### config.mk
export PLATFORM = sky130hd
export DESIGN_NAME = s_id_ex_pipe
export DESIGN_NICKNAME = d
export VERILOG_FILES = /design/src/rtl/s_id_ex_pipe.sv
export SDC_FILE = /design/constraint.sdc
export NUM_CORES = 1
export LEC_CHECK = 0
export ABC_AREA = 1
export BUFFER_PORTS_ARGS = -buffer_cell sky130_fd_sc_hd__clkbuf_2
export CAP_MARGIN = 25
export CORE_ASPECT_RATIO = 0.75
export CORE_MARGIN = 5
export CORE_UTILIZATION = 42
export DETAILED_ROUTE_END_ITERATION = 7
export PLACE_DENSITY = 0.76
export SLEW_MARGIN = 20
export SYNTH_ARGS = -nofsm -noshare
export SYNTH_HDL_FRONTEND = slang
export SYNTH_SLANG_ARGS = --single-unit
### constraint.sdc
create_clock -name clk -period 1.3 [get_ports clk]
set_input_delay 0.26 -clock clk [delete_from_list [all_inputs] [get_ports clk]]
set_output_delay 0.26 -clock clk [all_outputs]
set_load 0.005 [all_outputs]
### src/rtl/s_id_ex_pipe.sv
// ID/EX pipeline register with valid/ready handshake, flush, and a saturating stall counter.
// Optional skid entry selected by S_ID_EX_SKID_EN (registered in_ready, two-deep FIFO).
module s_id_ex_pipe #(
  parameter  int DATA_W = 32,
  parameter  int REG_W  = 5,
  parameter  int CTL_W  = 13,
  localparam int PAY_W  = 4*DATA_W + 2*REG_W
) (
  input  logic             clk,
  input  logic             rst_n,
  input  logic             flush,
  input  logic             in_valid,
  output logic             in_ready,
  input  logic [CTL_W-1:0] ctl_in,
  input  logic [PAY_W-1:0] pay_in,
  output logic             out_valid,
  input  logic             out_ready,
  output logic [CTL_W-1:0] ctl_out,
  output logic [PAY_W-1:0] pay_out,
  output logic [15:0]      stall_cnt
);

  typedef enum logic [1:0] {
    ST_EMPTY = 2'd0,
    ST_FULL  = 2'd1,
    ST_SKID  = 2'd2
  } state_e;

  state_e           state_q;
  logic             main_valid_q;
  logic [CTL_W-1:0] main_ctl_q;
  logic [PAY_W-1:0] main_pay_q;
  logic [15:0]      stall_cnt_q;
  logic [15:0]      stall_cnt_d;
  logic             accept;

`ifdef S_ID_EX_SKID_EN
  logic             skid_valid_q;
  logic [CTL_W-1:0] skid_ctl_q;
  logic [PAY_W-1:0] skid_pay_q;

  // Registered ready: upstream never sees a combinational path from out_ready.
  assign in_ready = !skid_valid_q;
`else
  assign in_ready = out_ready || !main_valid_q;
`endif

  assign accept    = in_valid && in_ready;
  assign out_valid = main_valid_q;
  assign ctl_out   = main_ctl_q;
  assign pay_out   = main_pay_q;
  assign stall_cnt = stall_cnt_q;

  // NOTE: every signal assigned in always_comb gets a default first so no latch is inferred.
  always_comb begin
    stall_cnt_d = stall_cnt_q;
    if (main_valid_q && !out_ready && !flush && (stall_cnt_q != 16'hFFFF)) begin
      stall_cnt_d = stall_cnt_q + 16'd1;
    end
  end

  // NOTE: sequential state uses non-blocking assignments only, so all flops see pre-edge values.
  always_ff @(posedge clk) begin
    if (!rst_n) begin
      // NOTE: the payload flops are reset too, because pay_out must read zero after reset.
      state_q      <= ST_EMPTY;
      main_valid_q <= 1'b0;
      main_ctl_q   <= '0;
      main_pay_q   <= '0;
      stall_cnt_q  <= '0;
`ifdef S_ID_EX_SKID_EN
      skid_valid_q <= 1'b0;
      skid_ctl_q   <= '0;
      skid_pay_q   <= '0;
`endif
    end else begin
      stall_cnt_q <= stall_cnt_d;
      if (flush) begin
        // Squash keeps the payload; only valid and control go to the bubble value.
        state_q      <= ST_EMPTY;
        main_valid_q <= 1'b0;
        main_ctl_q   <= '0;
`ifdef S_ID_EX_SKID_EN
        skid_valid_q <= 1'b0;
`endif
      end else begin
        case (state_q)
          ST_EMPTY: begin
            if (accept) begin
              state_q      <= ST_FULL;
              main_valid_q <= 1'b1;
              main_ctl_q   <= ctl_in;
              main_pay_q   <= pay_in;
            end
          end
          ST_FULL: begin
            if (out_ready) begin
              if (accept) begin
                main_ctl_q <= ctl_in;
                main_pay_q <= pay_in;
              end else begin
                state_q      <= ST_EMPTY;
                main_valid_q <= 1'b0;
                main_ctl_q   <= '0;
              end
            end
`ifdef S_ID_EX_SKID_EN
            else if (accept) begin
              state_q      <= ST_SKID;
              skid_valid_q <= 1'b1;
              skid_ctl_q   <= ctl_in;
              skid_pay_q   <= pay_in;
            end
`endif
          end
`ifdef S_ID_EX_SKID_EN
          ST_SKID: begin
            if (out_ready) begin
              state_q      <= ST_FULL;
              main_ctl_q   <= skid_ctl_q;
              main_pay_q   <= skid_pay_q;
              skid_valid_q <= 1'b0;
            end
          end
`endif
          default: begin
            state_q      <= ST_EMPTY;
            main_valid_q <= 1'b0;
            main_ctl_q   <= '0;
          end
        endcase
      end
    end
  end

`ifndef SYNTHESIS
  a_bubble_ctl_zero: assert property (@(posedge clk) disable iff (!rst_n)
    !out_valid |-> (ctl_out == '0));

  a_hold_under_stall: assert property (@(posedge clk) disable iff (!rst_n)
    (out_valid && !out_ready && !flush) |=> (out_valid && $stable(pay_out) && $stable(ctl_out)));
`endif

endmodule

# Word-level counts from Yosys, hierarchy flattened
# Index checks and enable logic that the tools add are counted.
# word_totals
inputBits	156
regBits	170
# classes
mux	15
n_addsub	1
n_eq_ne	5
reduce_logical	14
bitwise_logic	2
# op_table
op	n
138-bit 2-to-1 mux	2
138-bit one-hot mux with 2 select lines	1
13-bit 2-to-1 mux	3
13-bit one-hot mux with 2 select lines	1
16-bit by 1-bit adder with 16-bit output, second input constant	1
16-bit != test, second input constant	1
2-bit 2-to-1 mux	3
2-bit != test, second input constant	3
3-bit AND reduction	2
1-bit logical AND	4
2-bit one-hot mux with 2 select lines	1
1-bit zero test	3
1-bit 2-to-1 mux	3
2-bit by 1-bit equality test with 1-bit output, second input constant	1
2-bit zero test	1
1-bit NOT	2
1-bit one-hot mux with 2 select lines	1
2-bit AND reduction	1
2-bit nonzero test	1
2-bit OR reduction	1
1-bit logical OR	1

# Depth between registers and ports, before layout
# logic_depth
word_depth	6
mapped_depth	10
depth_no_buf	10

# Least setup slack after synthesis
# OpenSTA, ideal clock, no wires.
# synth_path
kind	flip-flop to flip-flop
start	register stall_cnt_q[0] (netlist: stall_cnt[0])
end	register stall_cnt_q[11] (netlist: stall_cnt[11])
required_time_ps	1185
stages_incl_launch_ff	8
synth_period_minus_slack_ps	1408
path_buffers	1
arrival_ps	1293
setup_slack_ps	-108
cell_sequence	dfxtp_1 ha_1 nand2_1 nor2_2 nand4_4 buf_6 a21oi_1 nor2_1
# synth_via
elab_chain_cells	2
elab_cells_between_ends	3
# synth_lines
item	line_no	rtl
from (decl)	33	logic [15:0] stall_cnt_q;
from (signal assigned)	77	stall_cnt_q <= stall_cnt_d;
branches (longest 2 deep; another with 16-bit by 1-bit adder with 16-bit output)	n/a	
# Parallel ways; which one is timed is not known.
# A chain may end at the register's enable or synchronous reset.

# Worst setup path after layout
# layout_path
start	register stall_cnt_q[0] (netlist: stall_cnt[0])
end	register stall_cnt_q[1] (netlist: stall_cnt[1])
# The elaborated chain is that of the path after synthesis.

==> out/metrics.csv <==
metric,value,unit
r2r.worst_path.cells,10,
synth_xor_area_share,0.254,%
hold_path_depth,3,
finalWorstSetupSlack,-38.8,ps
ys_ff_latch,168,
die-area,19100,µm²
drt-total-wl,26100,µm
viasPerCell,5.24,
drtIter0Drc,607,
synthCells,834,
r2r_end,stall_cnt[1],
whs,64.2,ps
end_kind,flop,
max-slew-margin-rel,69.3,%
finalInstanceArea,11100,µm²
synth_area_leaders,"dfxtp_1 (49%), a21oi_1 (12%), nand2_1 (11%)",
fmax,747,MHz
min_period_over_period,103,%
grtUsageTotal,20.6,%
finalCoreUtilization,69.1,%
ios,325,
path_max_fanout,8,
irDropWorstVdd,0.00104,V
synth_nets,991,
cp-start-kind,flop,
synth-compound-area-share,12.2,%
synthArstFlopShare,0,%
setup_viol_count_final,20,
synth_top_family_by_area,simple AND/OR/NAND/NOR gates,
synth-edff-count,0,
ys_seq_area_share,48.9,%
cts.sinks,168,
cts_buffer_depth,2,
final_max_slew_viol_count,0,
tns,-231,ps
cts_root_buffer,clkbuf_16,
post_drt_wl_per_cell,18.4,µm
area_growth,61.3,%
drc,0,
n_antenna_cell,0,
dr.pass1.iters,5,
vias,7441,
max-cap-violations,0,
htreeDepth,4,
worst_pin_slew,460,ps
antenna_found_initial,0,
skew,12.0,ps
yosysWarnings,0,
hold_violations,0,
synth_area_leader_cell,dfxtp_1,
p_per_area,1130,nW/µm²
synth_common_cells,"nand2_1 (196), dfxtp_1 (168), a21oi_1 (165), nand3_1 (107), nand3_2 (60)",
fp.dieW,158,µm
core,16100,µm²
placed_area,8940,µm²
cts_made_buffers,17,
gp_congestion,0.921,
synth.most_common_cell,nand2_1,
multi_input_area,3860,µm²
grt-ovfl-total,0,
hold_buffers,0,
hold_start,pay_in[60],
rsz0062_at_grt,yes,
p_leak,4.81,nW
fp.dieH,121,µm
status,"complete, but fails checks",
synth_top_area_share,48.9,%
row_count,40,
finalPower,0.0125,W
ys_types,29,
netlist_area,6880,µm²
grt_max_degree,66,
insertion_delay,430,ps
violations,negative setup slack,
regArea,3390,µm²
clk_transition_reported_paths,80,ps
period_minus_slack,1340,ps
grt_pass1_wl,31700,µm
r2r_setup_slack,-40,ps
cts_tree,done,
fillCellCount,1180,
num-nets-final,1355,
ant_nets,0,
synth-simple-area-share,31.0,%
hold_path.class,input port to flop,
synth_mux_area_share,0,%
crit_type,flop to flop,
start_util,42.9,%
port_buffers,324,
yosys.area_share.adder,0.182,%
grt_pass1_vias,6323,
cp.arrival,1650,ps
r2r-start,stall_cnt[0],
hold_path_end,pay_out[60],
syn_avg_cell_area,8.25,µm²
ys.flop_type,dfxtp_1,
critPathRequiredTime,1610,ps
drive_gt1_share,57.9,%
place_hpwl,15400,µm
how the worst max path moves through the flow:
stage | start | endpoint | slack (ps)
detailed placement | stall_cnt[0] | stall_cnt[1] | -80
finish | stall_cnt[0] | stall_cnt[1] | -40
global placement | stall_cnt[0] | stall_cnt[1] | -40
floorplan | stall_cnt[0] | stall_cnt[1] | 7
CTS | stall_cnt[0] | stall_cnt[1] | -20
global route | stall_cnt[0] | stall_cnt[11] | -110
per-stage QoR:
| step | setup WS (ps) | std cells |
|---|---|---|
| after floorplan | 6.72 | 834 |
| after global placement | -42.5 | 1352 |
| after detailed placement | -77.1 | 1352 |
| after CTS | -22.4 | 1385 |
| after global routing | -113 | 1421 |
| final | -38.8 | 1421 |
worst max-delay path, stage by stage (launching register included):
cell	delay [ps]
dfxtp_4	360
ha_4	150
nand2_4	60
nor2_4	150
nand2_2	80
inv_2	70
nand2_4	80
nand2_8	110
inv_6	50
nor2_2	70
nor2_1	50
metal layers:
metal  global-route usage (%)  share of wire [%]  vias up
li1                         -                  -     3545
met1                     25.7                 40     3532
met2                     33.8                 50      310
met3                     5.17                6.7       54
met4                     8.60                2.9        0
met5                        0                  0        -
state kept, by name, indices dropped and copies added (netlist names):
register	count
state_q	1
pay_out	138
stall_cnt	16
ctl_out	13
cells in the final DEF, fill, tap and decap left out, types with 2 or more instances in the layout:
| cell type | instances |
|---|---|
| clkinvlp_4 | 2 |
| nand2_2 | 21 |
| inv_8 | 4 |
| nor2_4 | 4 |
| buf_6 | 19 |
| buf_16 | 3 |
| dfxtp_2 | 11 |
| clkinv_4 | 2 |
| buf_4 | 28 |
| dfxtp_4 | 4 |
| dfxtp_1 | 153 |
| clkbuf_16 | 32 |
| a21oi_2 | 90 |
| buf_8 | 7 |
| nand3_2 | 73 |
| clkinv_8 | 4 |
| nand3_1 | 85 |
| inv_1 | 12 |
| inv_6 | 5 |
| nand2_4 | 26 |
| nand2_8 | 5 |
| inv_2 | 4 |
| a21oi_1 | 75 |
| nand3_4 | 9 |
| nor2_1 | 28 |
| nor2_2 | 5 |
| nand2_1 | 152 |
| buf_12 | 14 |
| clkbuf_2 | 322 |
layout make-up:
cell class / count / share of cell area, %
repair buffers: 408 / 25.9
flip-flops and latches: 168 / 30.5
clock inverters: 14 / 1.37
clock buffers: 18 / 3.95
inverters: 20 / 0.901
multi-input cells: 582 / 34.8
well taps: 210 / 2.37
repair inverters: 1 / 0.146
report_power, final:
| part | leakage, nW | internal (W) | total [W] | switching, W |
|---|---|---|---|---|
| combinational | 3.14 | 0.000925 | 0.00198 | 0.00105 |
| sequential | 1.38 | 0.00535 | 0.00550 | 0.000141 |
| clock | 0.284 | 0.00263 | 0.00506 | 0.00242 |
| total | 4.81 | 0.00891 | 0.0125 | 0.00362 |
logic make-up after synthesis:
logic type | after synthesis
fa+ha+maj | 1
simple gates | 409
compound gates | 167
buf+inv | 87
xor+xnor | 2
flops | 168
repair_timing:
| action | 4_1_cts | 5_1_grt |
|---|---|---|
| setup endpoints to repair | 26 | 123 |
| cloned | 0 | 30 |
| resized for setup | 11 | 241 |
| pin swaps | 4 | 51 |
| setup buffers | 1 | 6 |
(Power assumes the default switching activity.)
